<file path="src/rtl/md5_pkg.sv">
// -----------------------------------------------------------------------------
// md5_pkg
// Shared constants and types for the MD5 message front end and PE variants.
//   BLOCK_BYTES : bytes per MD5 block (64)
//   BLOCK_W     : bits per MD5 block (512)
//   LEN_OFFSET  : byte position of the 64-bit little-endian length field
//   PAD_BYTE    : first padding byte (0x80)
//   state_e     : padder FSM states
// -----------------------------------------------------------------------------
package md5_pkg;

    localparam int BLOCK_BYTES = 64;
    localparam int BLOCK_W     = BLOCK_BYTES * 8;
    localparam int LEN_OFFSET  = 56;
    localparam int LEN_BITS    = 64;

    localparam logic [7:0] PAD_BYTE = 8'h80;

    typedef enum logic [1:0] {
        S_FILL = 2'd0,
        S_PAD  = 2'd1,
        S_XTRA = 2'd2,
        S_EMIT = 2'd3
    } state_e;

    // Place a 64-bit length into bytes 56..63 of a block. Byte k lives at
    // bits [8k+7:8k], so a little-endian length is simply the top 64 bits.
    function automatic logic [BLOCK_W-1:0] put_len(
        input logic [BLOCK_W-1:0]  blk,
        input logic [LEN_BITS-1:0] len
    );
        logic [BLOCK_W-1:0] r;
        r = blk;
        r[BLOCK_W-1 -: LEN_BITS] = len;
        return r;
    endfunction

endpackage : md5_pkg

</file>
<file path="src/rtl/md5_len_counter.sv">
// -----------------------------------------------------------------------------
// md5_len_counter
// Message bit-length counter. Advances by 8 for every message byte, wraps
// modulo 2^LEN_W, and clears synchronously at the end of a message.
// Ports:
//   clk_i   : clock
//   rst_ni  : asynchronous active-low reset (clears the count)
//   clr_i   : synchronous clear (wins over inc_i)
//   inc_i   : add 8 this cycle
//   cnt_o   : current bit count (registered)
// -----------------------------------------------------------------------------
module md5_len_counter #(
    parameter int LEN_W = 64
) (
    input  logic             clk_i,
    input  logic             rst_ni,
    input  logic             clr_i,
    input  logic             inc_i,
    output logic [LEN_W-1:0] cnt_o
);

    localparam logic [LEN_W-1:0] STEP = {{(LEN_W-4){1'b0}}, 4'd8};

    logic [LEN_W-1:0] cnt_q;

    // Bit counter register: clear has priority, otherwise add one byte's worth.
    always_ff @(posedge clk_i or negedge rst_ni) begin
        if (!rst_ni) begin
            cnt_q <= '0;
        end else if (clr_i) begin
            cnt_q <= '0;
        end else if (inc_i) begin
            cnt_q <= cnt_q + STEP;
        end else begin
            cnt_q <= cnt_q;
        end
    end

    assign cnt_o = cnt_q;

endmodule : md5_len_counter

</file>
<file path="src/rtl/md5_msg_padder.sv">
// -----------------------------------------------------------------------------
// md5_msg_padder
// Accepts a raw message as a byte stream, applies MD5 padding (0x80, zero
// fill, 64-bit little-endian bit length) and hands complete 512-bit blocks to
// the MD5 PE over a valid/ready handshake.
// Ports:
//   Clk, Rst_n  : clock, asynchronous active-low reset
//   byte_valid  : input beat valid
//   byte_data   : message byte
//   byte_keep   : beat carries a byte (0 = empty beat, only useful with last)
//   byte_last   : final beat of the message
//   byte_ready  : padder accepts a beat this cycle
//   blk_valid   : blk_data holds a complete block
//   blk_data    : block, message byte k at [8k+7:8k]
//   blk_last    : final block of the message (carries the length field)
//   blk_ready   : PE accepts the block
//   busy        : message in progress
// -----------------------------------------------------------------------------
module md5_msg_padder
    import md5_pkg::*;
#(
    parameter int LEN_W       = 64,
    parameter int BLOCK_BYTES = 64
) (
    input  logic                 Clk,
    input  logic                 Rst_n,
    input  logic                 byte_valid,
    input  logic [7:0]           byte_data,
    input  logic                 byte_keep,
    input  logic                 byte_last,
    output logic                 byte_ready,
    output logic                 blk_valid,
    output logic [BLOCK_W-1:0]   blk_data,
    output logic                 blk_last,
    input  logic                 blk_ready,
    output logic                 busy
);

    localparam int IDX_W = $clog2(BLOCK_BYTES);
    localparam logic [IDX_W-1:0] IDX_LAST    = IDX_W'(BLOCK_BYTES - 1);
    localparam logic [IDX_W-1:0] IDX_LEN_MAX = IDX_W'(LEN_OFFSET - 1);
    localparam logic [IDX_W-1:0] IDX_ONE     = {{(IDX_W-1){1'b0}}, 1'b1};

    state_e               state_q, state_d;
    state_e               next_q, next_d;
    logic [IDX_W-1:0]     idx_q, idx_d;
    logic [BLOCK_W-1:0]   buf_q, buf_d;
    logic                 last_q, last_d;
    logic                 busy_q, busy_d;
    logic                 byte_ready_q, byte_ready_d;
    logic                 blk_valid_q, blk_valid_d;

    logic                 beat_xfer_s;
    logic                 blk_xfer_s;
    logic                 cnt_inc_s;
    logic                 cnt_clr_s;
    logic [LEN_W-1:0]     bitcnt_s;
    logic [LEN_BITS-1:0]  len_s;

    md5_len_counter #(
        .LEN_W (LEN_W)
    ) u_len_counter (
        .clk_i  (Clk),
        .rst_ni (Rst_n),
        .clr_i  (cnt_clr_s),
        .inc_i  (cnt_inc_s),
        .cnt_o  (bitcnt_s)
    );

    // Length field: counter zero-extended to 64 bits.
    always_comb begin
        len_s = LEN_BITS'(bitcnt_s);
    end

    // Next-state, buffer and output decode for the padder FSM.
    always_comb begin
        state_d   = state_q;
        next_d    = next_q;
        idx_d     = idx_q;
        buf_d     = buf_q;
        last_d    = last_q;
        busy_d    = busy_q;
        cnt_inc_s = 1'b0;
        cnt_clr_s = 1'b0;

        // byte_ready_q is only ever high while in S_FILL.
        beat_xfer_s = byte_valid & byte_ready_q;
        blk_xfer_s  = blk_valid_q & blk_ready;

        case (state_q)
            S_FILL: begin
                if (beat_xfer_s) begin
                    busy_d = 1'b1;
                    if (byte_keep) begin
                        buf_d[{idx_q, 3'b000} +: 8] = byte_data;
                        idx_d     = idx_q + IDX_ONE;
                        cnt_inc_s = 1'b1;
                        if (idx_q == IDX_LAST) begin
                            // Full data block: ship it first, pad afterwards
                            // if this was also the final byte.
                            state_d = S_EMIT;
                            last_d  = 1'b0;
                            next_d  = byte_last ? S_PAD : S_FILL;
                        end else if (byte_last) begin
                            state_d = S_PAD;
                        end else begin
                            state_d = S_FILL;
                        end
                    end else if (byte_last) begin
                        state_d = S_PAD;
                    end else begin
                        // Empty beat without last: accepted and ignored.
                        state_d = S_FILL;
                    end
                end else begin
                    state_d = S_FILL;
                end
            end

            S_PAD: begin
                for (int k = 0; k < BLOCK_BYTES; k++) begin
                    if (k == int'(idx_q)) begin
                        buf_d[k*8 +: 8] = PAD_BYTE;
                    end else if (k > int'(idx_q)) begin
                        buf_d[k*8 +: 8] = 8'h00;
                    end else begin
                        buf_d[k*8 +: 8] = buf_q[k*8 +: 8];
                    end
                end
                if (idx_q <= IDX_LEN_MAX) begin
                    // Length fits behind the 0x80 in this block.
                    buf_d  = put_len(buf_d, len_s);
                    last_d = 1'b1;
                    next_d = S_FILL;
                end else begin
                    // No room for the length: it goes into an extra block.
                    last_d = 1'b0;
                    next_d = S_XTRA;
                end
                state_d = S_EMIT;
            end

            S_XTRA: begin
                buf_d   = put_len({BLOCK_W{1'b0}}, len_s);
                last_d  = 1'b1;
                next_d  = S_FILL;
                state_d = S_EMIT;
            end

            S_EMIT: begin
                if (blk_xfer_s) begin
                    state_d = next_q;
                    idx_d   = '0;
                    if (last_q && (next_q == S_FILL)) begin
                        // Message complete: restart length for the next one.
                        cnt_clr_s = 1'b1;
                        busy_d    = 1'b0;
                    end else begin
                        busy_d = busy_q;
                    end
                end else begin
                    state_d = S_EMIT;
                end
            end

            default: begin
                state_d = S_FILL;
                idx_d   = '0;
            end
        endcase

        byte_ready_d = (state_d == S_FILL);
        blk_valid_d  = (state_d == S_EMIT);
    end

    // FSM and datapath registers; handshake outputs are registered decodes
    // of the next state so they are low throughout reset.
    always_ff @(posedge Clk or negedge Rst_n) begin
        if (!Rst_n) begin
            state_q      <= S_FILL;
            next_q       <= S_FILL;
            idx_q        <= '0;
            buf_q        <= '0;
            last_q       <= 1'b0;
            busy_q       <= 1'b0;
            byte_ready_q <= 1'b0;
            blk_valid_q  <= 1'b0;
        end else begin
            state_q      <= state_d;
            next_q       <= next_d;
            idx_q        <= idx_d;
            buf_q        <= buf_d;
            last_q       <= last_d;
            busy_q       <= busy_d;
            byte_ready_q <= byte_ready_d;
            blk_valid_q  <= blk_valid_d;
        end
    end

    assign byte_ready = byte_ready_q;
    assign blk_valid  = blk_valid_q;
    assign blk_data   = buf_q;
    assign blk_last   = last_q;
    assign busy       = busy_q;

endmodule : md5_msg_padder

</file>
<file path="config.mk">
export PLATFORM = sky130hd
export DESIGN_NAME = md5_msg_padder
export DESIGN_NICKNAME = d
export VERILOG_FILES = /design/src/rtl/md5_pkg.sv /design/src/rtl/md5_len_counter.sv /design/src/rtl/md5_msg_padder.sv
export SDC_FILE = /design/constraint.sdc
export NUM_CORES = 1
export LEC_CHECK = 0
export BUFFER_PORTS_ARGS = -buffer_cell sky130_fd_sc_hd__buf_4
export CORE_MARGIN = 5
export CORE_UTILIZATION = 35
export CTS_CLUSTER_SIZE = 14
export DETAILED_ROUTE_END_ITERATION = 16
export PLACE_DENSITY = 0.62
export SETUP_SLACK_MARGIN = 0.05
export SLEW_MARGIN = 20
export SYNTH_ARGS = -nofsm -noshare
export SYNTH_HDL_FRONTEND = slang
export SYNTH_SLANG_ARGS = --single-unit
</file>
<file path="constraint.sdc">
create_clock -name Clk -period 4.5 [get_ports Clk]
set_clock_uncertainty 0.2 [all_clocks]
set_input_delay 0.9 -clock Clk [delete_from_list [all_inputs] [get_ports Clk]]
set_output_delay 0.9 -clock Clk [all_outputs]
set_load 0.1 [all_outputs]
</file>
==> results of run 1 <==
-- per-stage QoR --
step | worst slack [ns] | utilization, % | cell area [um^2] | hold slack (ns) | std cells
finish | 0.507 | 46.0 | 35000 | 0.173 | 4208
floorplan | 1.08 | - | 26900 | 0.240 | 2546
CTS | 0.348 | 46.0 | 35000 | 0.200 | 4208
detailed placement | 0.396 | 43.1 | 32800 | 0.262 | 4089
global placement | 0.427 | 43.1 | 32800 | 0.260 | 4089
global route | 0.354 | 46.0 | 35000 | 0.244 | 4208
-- synthesized netlist by cell type (11+ instances only) --
master	number
nor2_1	172
nor2b_1	18
a31oi_1	11
nand4_1	35
inv_1	26
xor2_1	29
nand2b_1	18
o21ai_1	15
o221ai_1	15
o22ai_1	39
clkbuf_1	121
nand3_1	77
mux2_2	101
and3_1	24
xnor2_1	26
o21ai_0	203
buf_2	27
a21oi_1	89
a32o_1	53
dfrtp_1	587
nor3_1	46
nand2_1	298
a22oi_1	31
nor4_1	15
o31ai_1	15
o2bb2ai_1	69
a22o_1	175
-- worst max-delay path: stages (launching register included) --
cell	delay (ns)
dfrtp_1	0.37
inv_1	0.11
ha_1	0.19
buf_4	0.34
nor2b_1	0.50
a32oi_1	0.42
nand2b_1	0.52
nor3_1	0.98
a22o_1	0.25
-- sequential cells by signal (all words and copies together), names as in the netlist --
name / flops
next_q: 2
u_len_counter.cnt_o: 61
blk_last: 1
busy: 1
blk_data: 512
byte_ready: 1
blk_valid: 1
idx_q: 6
state_q: 2
-- layout make-up --
type	instances	area, um^2
repair buffers	674	5180
clock buffers	93	1900
multi-input cells	1769	11500
flip-flops and latches	587	14700
fillers	7291	41100
clock inverters	26	258
inverters	29	109
well taps	1030	1290
-- metal layers --
| metal | GRT usage (%) | vias to the layer above | wire, um |
|---|---|---|---|
| li1 | - | 10648 | - |
| met1 | 37.2 | 12468 | 47800 |
| met2 | 45.7 | 1412 | 56700 |
| met3 | 7.29 | 309 | 11900 |
| met4 | 13.0 | 0 | 6480 |
| met5 | 0 | - | 0 |
-- cells by family (layout without fill, tap and decap cells) --
family | after synthesis | count (layout) | share of synthesized area [%]
AOI/OAI and AO/OA | 824 | 824 | 22.4
xor gates and xnor gates | 55 | 55 | 1.79
adders and majority gates | 10 | 10 | 0.465
buffers and inverters | 190 | 822 | 2.87
DFF | 587 | 587 | 54.6
muxes | 105 | 105 | 4.37
and+or+nand+nor | 775 | 775 | 13.5
-- worst paths after layout --
| kind | end | slack [ns] | depth (start not counted) |
|---|---|---|---|
| worst min-delay path | blk_data[0] | 0.17 | 1 |
| worst max register to register | blk_data[49] | 0.51 | 8 |
| worst max-delay path | blk_data[49] | 0.51 | 8 |
| min in group Clk | next_q[1] | 0.27 | 2 |
| worst min register to register | next_q[1] | 0.27 | 2 |
| max in group asynchronous | blk_data[252] | 2.82 | 2 |
-- layout by cell type, fill, tap and decap left out, types with 11 or more instances in the layout --
cell       count
a22o_1       175
a31oi_1       11
nor4_1        14
nor3_1        41
nand3_1       77
o31ai_1       15
clkinv_2      12
nand2_1      298
mux2_2       101
buf_4        664
a32o_1        53
o2bb2ai_1     69
clkbuf_1      13
o21ai_0      201
clkbuf_8      13
a21oi_1       88
nand2b_1      18
nand4_1       35
o22ai_1       39
o21ai_1       16
xor2_1        29
dfrtp_1      587
inv_1         26
nor2_1       171
o221ai_1      15
a22oi_1       31
xnor2_1       24
clkbuf_16     67
nor2b_1       18
and3_1        24
-- power groups by stage --
stage	combinational, mW	sequential, mW	clock [mW]
2_1_floorplan	4.80	10.9	0
3_3_place_gp	13.8	6.66	0
3_5_place_dp	13.8	6.67	0
4_1_cts	13.9	6.58	5.56
5_1_grt	14.6	6.67	5.76
6_report	14.2	6.59	5.47
==> results.md, run 1 <==
- Relative slew margins: a little under a fifth
- Largest net degree at the start of global routing: 107
- ANT cells: 0
- Clock buffer depth: 3
- WP data arrival: ~4.3 ns
- Drt first pass iters: 6
- CP Class: register to register
- Sw Pwr: 13.9 mW
- GRT Residual Overflow: 0
- Core area: 76100 um^2
- Routed Antenna Nets: 0
- Chip Height: ~290 um
- Crit path required time: approximately 4.8 ns
- Netlist Area Pre-Place: 26900 um^2
- Number of global-route vias before repair: 24.4k
- Clock Power Share: 20.9%
- Routed wire length per instance: between 20 and 30 um
- Initial antenna violation count: 0
- Top-Level Pins: between 500 and 600
- LEAKAGE: roughly 16 nW
- Slew Limit Fails: 0
- Async SR Flop Fraction: between 90% and 100%
- Net Count, Synth: roughly 2.6k
- # DRC: 0
- Post-synthesis register bit count: 587
- Synth area leaders: dfrtp_1, a22o_1, mux2_2, nand2_1, o21ai_0
- Routed WL: roughly 120000 um
- Synth-to-layout area growth: 30.0%
- Via Count: 24.8k
- H-tree depth: 3
- Post-synth EDFFs: 0
- Clk sink count: 587
- Startpoint type of the worst setup path: register
- Sw frac: between 50% and 60%
- Post-CTS Setup Inserts: 0
- Combinational Power Share: between 50 and 60%
- Max Cap Viol: 0
- Worst reg2reg startpoint: idx_q[0]
- Resize count post-CTS: 0
- Initial DRC Count: 2707
- Setup TNS Final: 0 ns
- Die Area: approximately 83000 um^2
- Synth warn: 0
- CTS tree: built
- Int Power: ~12 mW
- Synth Flop Type: dfrtp_1
- Hold_buf cts: 0
- Max frequency: between 200 and 300 MHz
- Nets: roughly 3.2k
- Sequential cell area fraction in the yosys report: between 50 and 60%
- Mean Syn Cell Area: between 10 and 15 um^2
- Worst skew pair latency: a little over 0.6 ns
- Global-route usage over all layers: approximately 29%
- Max rail drop VDD: ~370 uV
- Routability cong.: 1.04
- Worst-path clk slew: approximately 0.07 ns
- Final setup fails: 0
- Fraction of layout cells with a size suffix above 1: slightly below 30%
- CTS buffer count: 67
- Fin. Hold Viols: 0
- Pwr Total: 26.2 mW
- Synth cell types: 84
- Global-route wire length before repair: about 180000 um
- Final period utilization: 88.7%
- Worst-margin pin slew: 1.21 ns
- Gate Count Post-Synth: approximately 2.5k
- Initial Utilization: between 30% and 40%
- Sequential power share: approximately 25%
- Port buffer count: around 530
- Cell Pwr Density: 750 nW/um^2
- Die X: 287 um
- Share of the synthesized area in the top cell type: 54.6%
- Unrepaired setup endpoints after global routing: false
- Min-Delay Path Class: input port to asynchronous set/reset pin
- Crit path launch: idx_q[0]
- Synth area leader: dfrtp_1
- Crit end category: register
- CTS root buffer: clkbuf_16
- Maximum fanout along the worst path: 30
- Via/cell ratio: a little under 6
- Placement Rows: 101
- Fin crit period: around 4.0 ns
- HPWL reported at the end of detailed placement: 91200 um
- Outcome: finished clean
(Power assumes the default switching activity.)
==> inputs of run 2 (changes only) <==
==> constraint.sdc (replaced) <==
create_clock -name Clk -period 5 [get_ports Clk]
set_clock_uncertainty 0.2 [all_clocks]
set_input_delay 1 -clock Clk [delete_from_list [all_inputs] [get_ports Clk]]
set_output_delay 1 -clock Clk [all_outputs]
set_load 0.1 [all_outputs]
==> run 2 against run 1 <==
Cell count down 0.71%. Largest cell class unchanged. Final area down 0.39%. Sequential power decreased by 9.9%. Highest routed layer unchanged. Count of clock-buffer cells in the layout shrank 1. Via count about the same. Critical path depth down 1. Worst hold slack lost 0.0078 ns. Sequential share of layout area is 0.16 points higher. Clock power shrank 6.4%.
==> results.md, run 2 (same netlist as run 1, synthesis figures left out) <==
- Outcome: finished clean
- GRT Residual Overflow: 0 (unchanged)
- Clock Power Share: 21.7% (+0.8 points)
- Worst skew pair latency: 0.64 ns (+0.02 ns)
- Die X: 287 um (unchanged)
- Die Area: 82500 um^2 (unchanged)
- Routed Antenna Nets: 0 (unchanged)
- Fraction of layout cells with a size suffix above 1: 29.0% (-0.72 points)
- Slew Limit Fails: 0 (unchanged)
- HPWL reported at the end of detailed placement: 90500 um (-0.81%)
- Sequential power share: 25.2% (about the same)
- Drt first pass iters: 6 (unchanged)
- Via/cell ratio: 5.94 (+0.68%)
- Hold_buf cts: 0 (unchanged)
- Routability cong.: 1.06 (+2.4%)
- Final core utilization: 45.8% (-0.18 points)
- Global-route wire length before repair: 175000 um (-1.0%)
- Placement Rows: 101 (unchanged)
- Cell Pwr Density: 677 nW/um^2 (-9.8%)
- Unrepaired setup endpoints after global routing: false
- PnR worst setup slack: 0.768 ns (+0.261 ns)
- Number of global-route vias before repair: 24.0k (-1.8%)
- Maximum fanout along the worst path: 14 (-53%)
- Initial Utilization: 35.4% (unchanged)
- Crit path required time: 5.34 ns (+0.50 ns)
- Worst reg2reg startpoint: idx_q[2]
- Max rail drop VDD: 404 uV (+8.0%)
- CTS buffer count: 68 (+1.5%)
- Final period utilization: 84.6% (-4.1 points)
- Worst-path clk slew: 0.06 ns (about the same)
- Initial DRC Count: 2769 (+2.3%)
- Port buffer count: 529 (unchanged)
- Sw Pwr: 12.5 mW (-9.9%)
- CTS root buffer: clkbuf_16
- Routed WL: 123000 um (-0.33%)
- Global-route usage over all layers: 28.5% (-0.24 points)
- Fin. Hold Viols: 0 (unchanged)
- Routed wire length per instance: 29.3 um (+0.38%)
- Crit path launch: idx_q[2]
- Startpoint type of the worst setup path: register
- # DRC: 0 (unchanged)
- LEAKAGE: 16.0 nW (-0.77%)
- Min-Delay Path Class: input port to asynchronous set/reset pin
- WP data arrival: 4.57 ns (+0.24 ns)
- Max frequency: 236 MHz (-5.6%)
- Commonest non-fill, non-tap cell in the layout: buf_4
- Int Power: 11.0 mW (-10%)
- Combinational Power Share: 53.1% (-0.9 points)
- Max Cap Viol: 0 (unchanged)
- CTS tree: built
- Fin crit period: 4.23 ns (+0.239 ns)
- Chip Height: 287 um (unchanged)
- Via Count: 24.8k (-0.036%)
- Resize count post-CTS: 0 (unchanged)
- Worst-margin pin slew: 1.16 ns (-0.0496 ns)
- Place WS: 0.836 ns (+0.440 ns)
- Nets: 3120 (-1.0%)
- H-tree depth: 3 (unchanged)
- Largest net degree at the start of global routing: 89 (-17%)
- Relative slew margins: 22.1% (+3.6 points)
- Core area: 76100 um^2 (unchanged)
- Clock buffer depth: 3 (unchanged)
- Synth-to-layout area growth: 29.5%
- Post-CTS Setup Inserts: 0 (unchanged)
- Crit end category: register
- Final setup fails: 0 (unchanged)
- Sw frac: 53.2% (+0.12 points)
- Initial antenna violation count: 2 (+2)
- CP Class: register to register
- Top-Level Pins: 530 (unchanged)
- Setup TNS Final: 0 ns (unchanged)
- Max FFs per register: 512 (unchanged)
- Clk sink count: 587 (unchanged)
- Most frequent cells in the layout: buf_4, dfrtp_1, nand2_1
- Pwr Total: 23.6 mW (-10%)
-- run 2: cell count changes in the layout (fill, tap and decap cells not counted), moves of 2 or more --
cell,previous run,this run
buf_4,664,633
inv_6,7,1
clkinv_16,0,3
clkinvlp_4,0,3
nor3_1,41,44
nor3_2,9,6
buf_12,9,7
diode_2,0,2
nor3b_1,6,4
nor3b_2,1,3
-- run 2: cell type report --
| cell class | count | area [um^2] |
|---|---|---|
| fillers | 7290 | 41200 |
| flip-flops and latches | 587 | 14700 |
| multi-input cells | 1769 | 11600 |
| repair buffers | 641 | 4910 |
| clock buffers | 92 | 1910 |
| well taps | 1030 | 1290 |
| clock inverters | 28 | 375 |
| inverters | 29 | 109 |
| diodes | 2 | 5.00 |
-- run 2: power groups by stage --
stage | sequential [mW] | combinational (mW) | clock (mW)
after global routing | 6.01 | 12.9 | 5.37
final | 5.94 | 12.5 | 5.12
after detailed placement | 6.01 | 12.3 | 0
after CTS | 5.94 | 12.3 | 5.18
after floorplan | 9.81 | 4.32 | 0
after global placement | 6.01 | 12.3 | 0
-- run 2: worst paths after layout --
| path | endpoint | slack [ns] | cells past startpoint |
|---|---|---|---|
| max | blk_data[16] | 0.77 | 7 |
| max reg2reg | blk_data[16] | 0.77 | 7 |
| min reg2reg | next_q[1] | 0.27 | 2 |
| min in group Clk | next_q[1] | 0.27 | 2 |
| min | blk_data[192] | 0.17 | 1 |
| max in group asynchronous | blk_data[209] | 3.33 | 2 |
-- run 2: stage by stage --
| step | cell area (um^2) | instances | hold slack [ns] |
|---|---|---|---|
| 2_1_floorplan | 26900 | 2546 | 0.240 |
| 6_report | 34800 | 4178 | 0.165 |
| 3_3_place_gp | 32500 | 4056 | 0.257 |
| 3_5_place_dp | 32500 | 4056 | 0.268 |
| 4_1_cts | 34800 | 4176 | 0.220 |
| 5_1_grt | 34800 | 4178 | 0.230 |
-- run 2: routing by layer --
layer	routed length, um	global-route usage, %	up-vias
met1	48700	37.4	12516
met2	56400	45.4	1391
met3	10900	6.59	314
met4	6460	12.5	0
met5	0	0	-
li1	-	-	10607
-- run 2: critical path, stage by stage, from the launching register on --
cell and delay [ns]:
dfrtp_1 0.60, buf_4 0.29, nor2b_1 0.80, a32oi_1 0.46, nand2b_1 0.53, nor2_2 0.54
nand3_1 0.40, o221ai_1 0.29
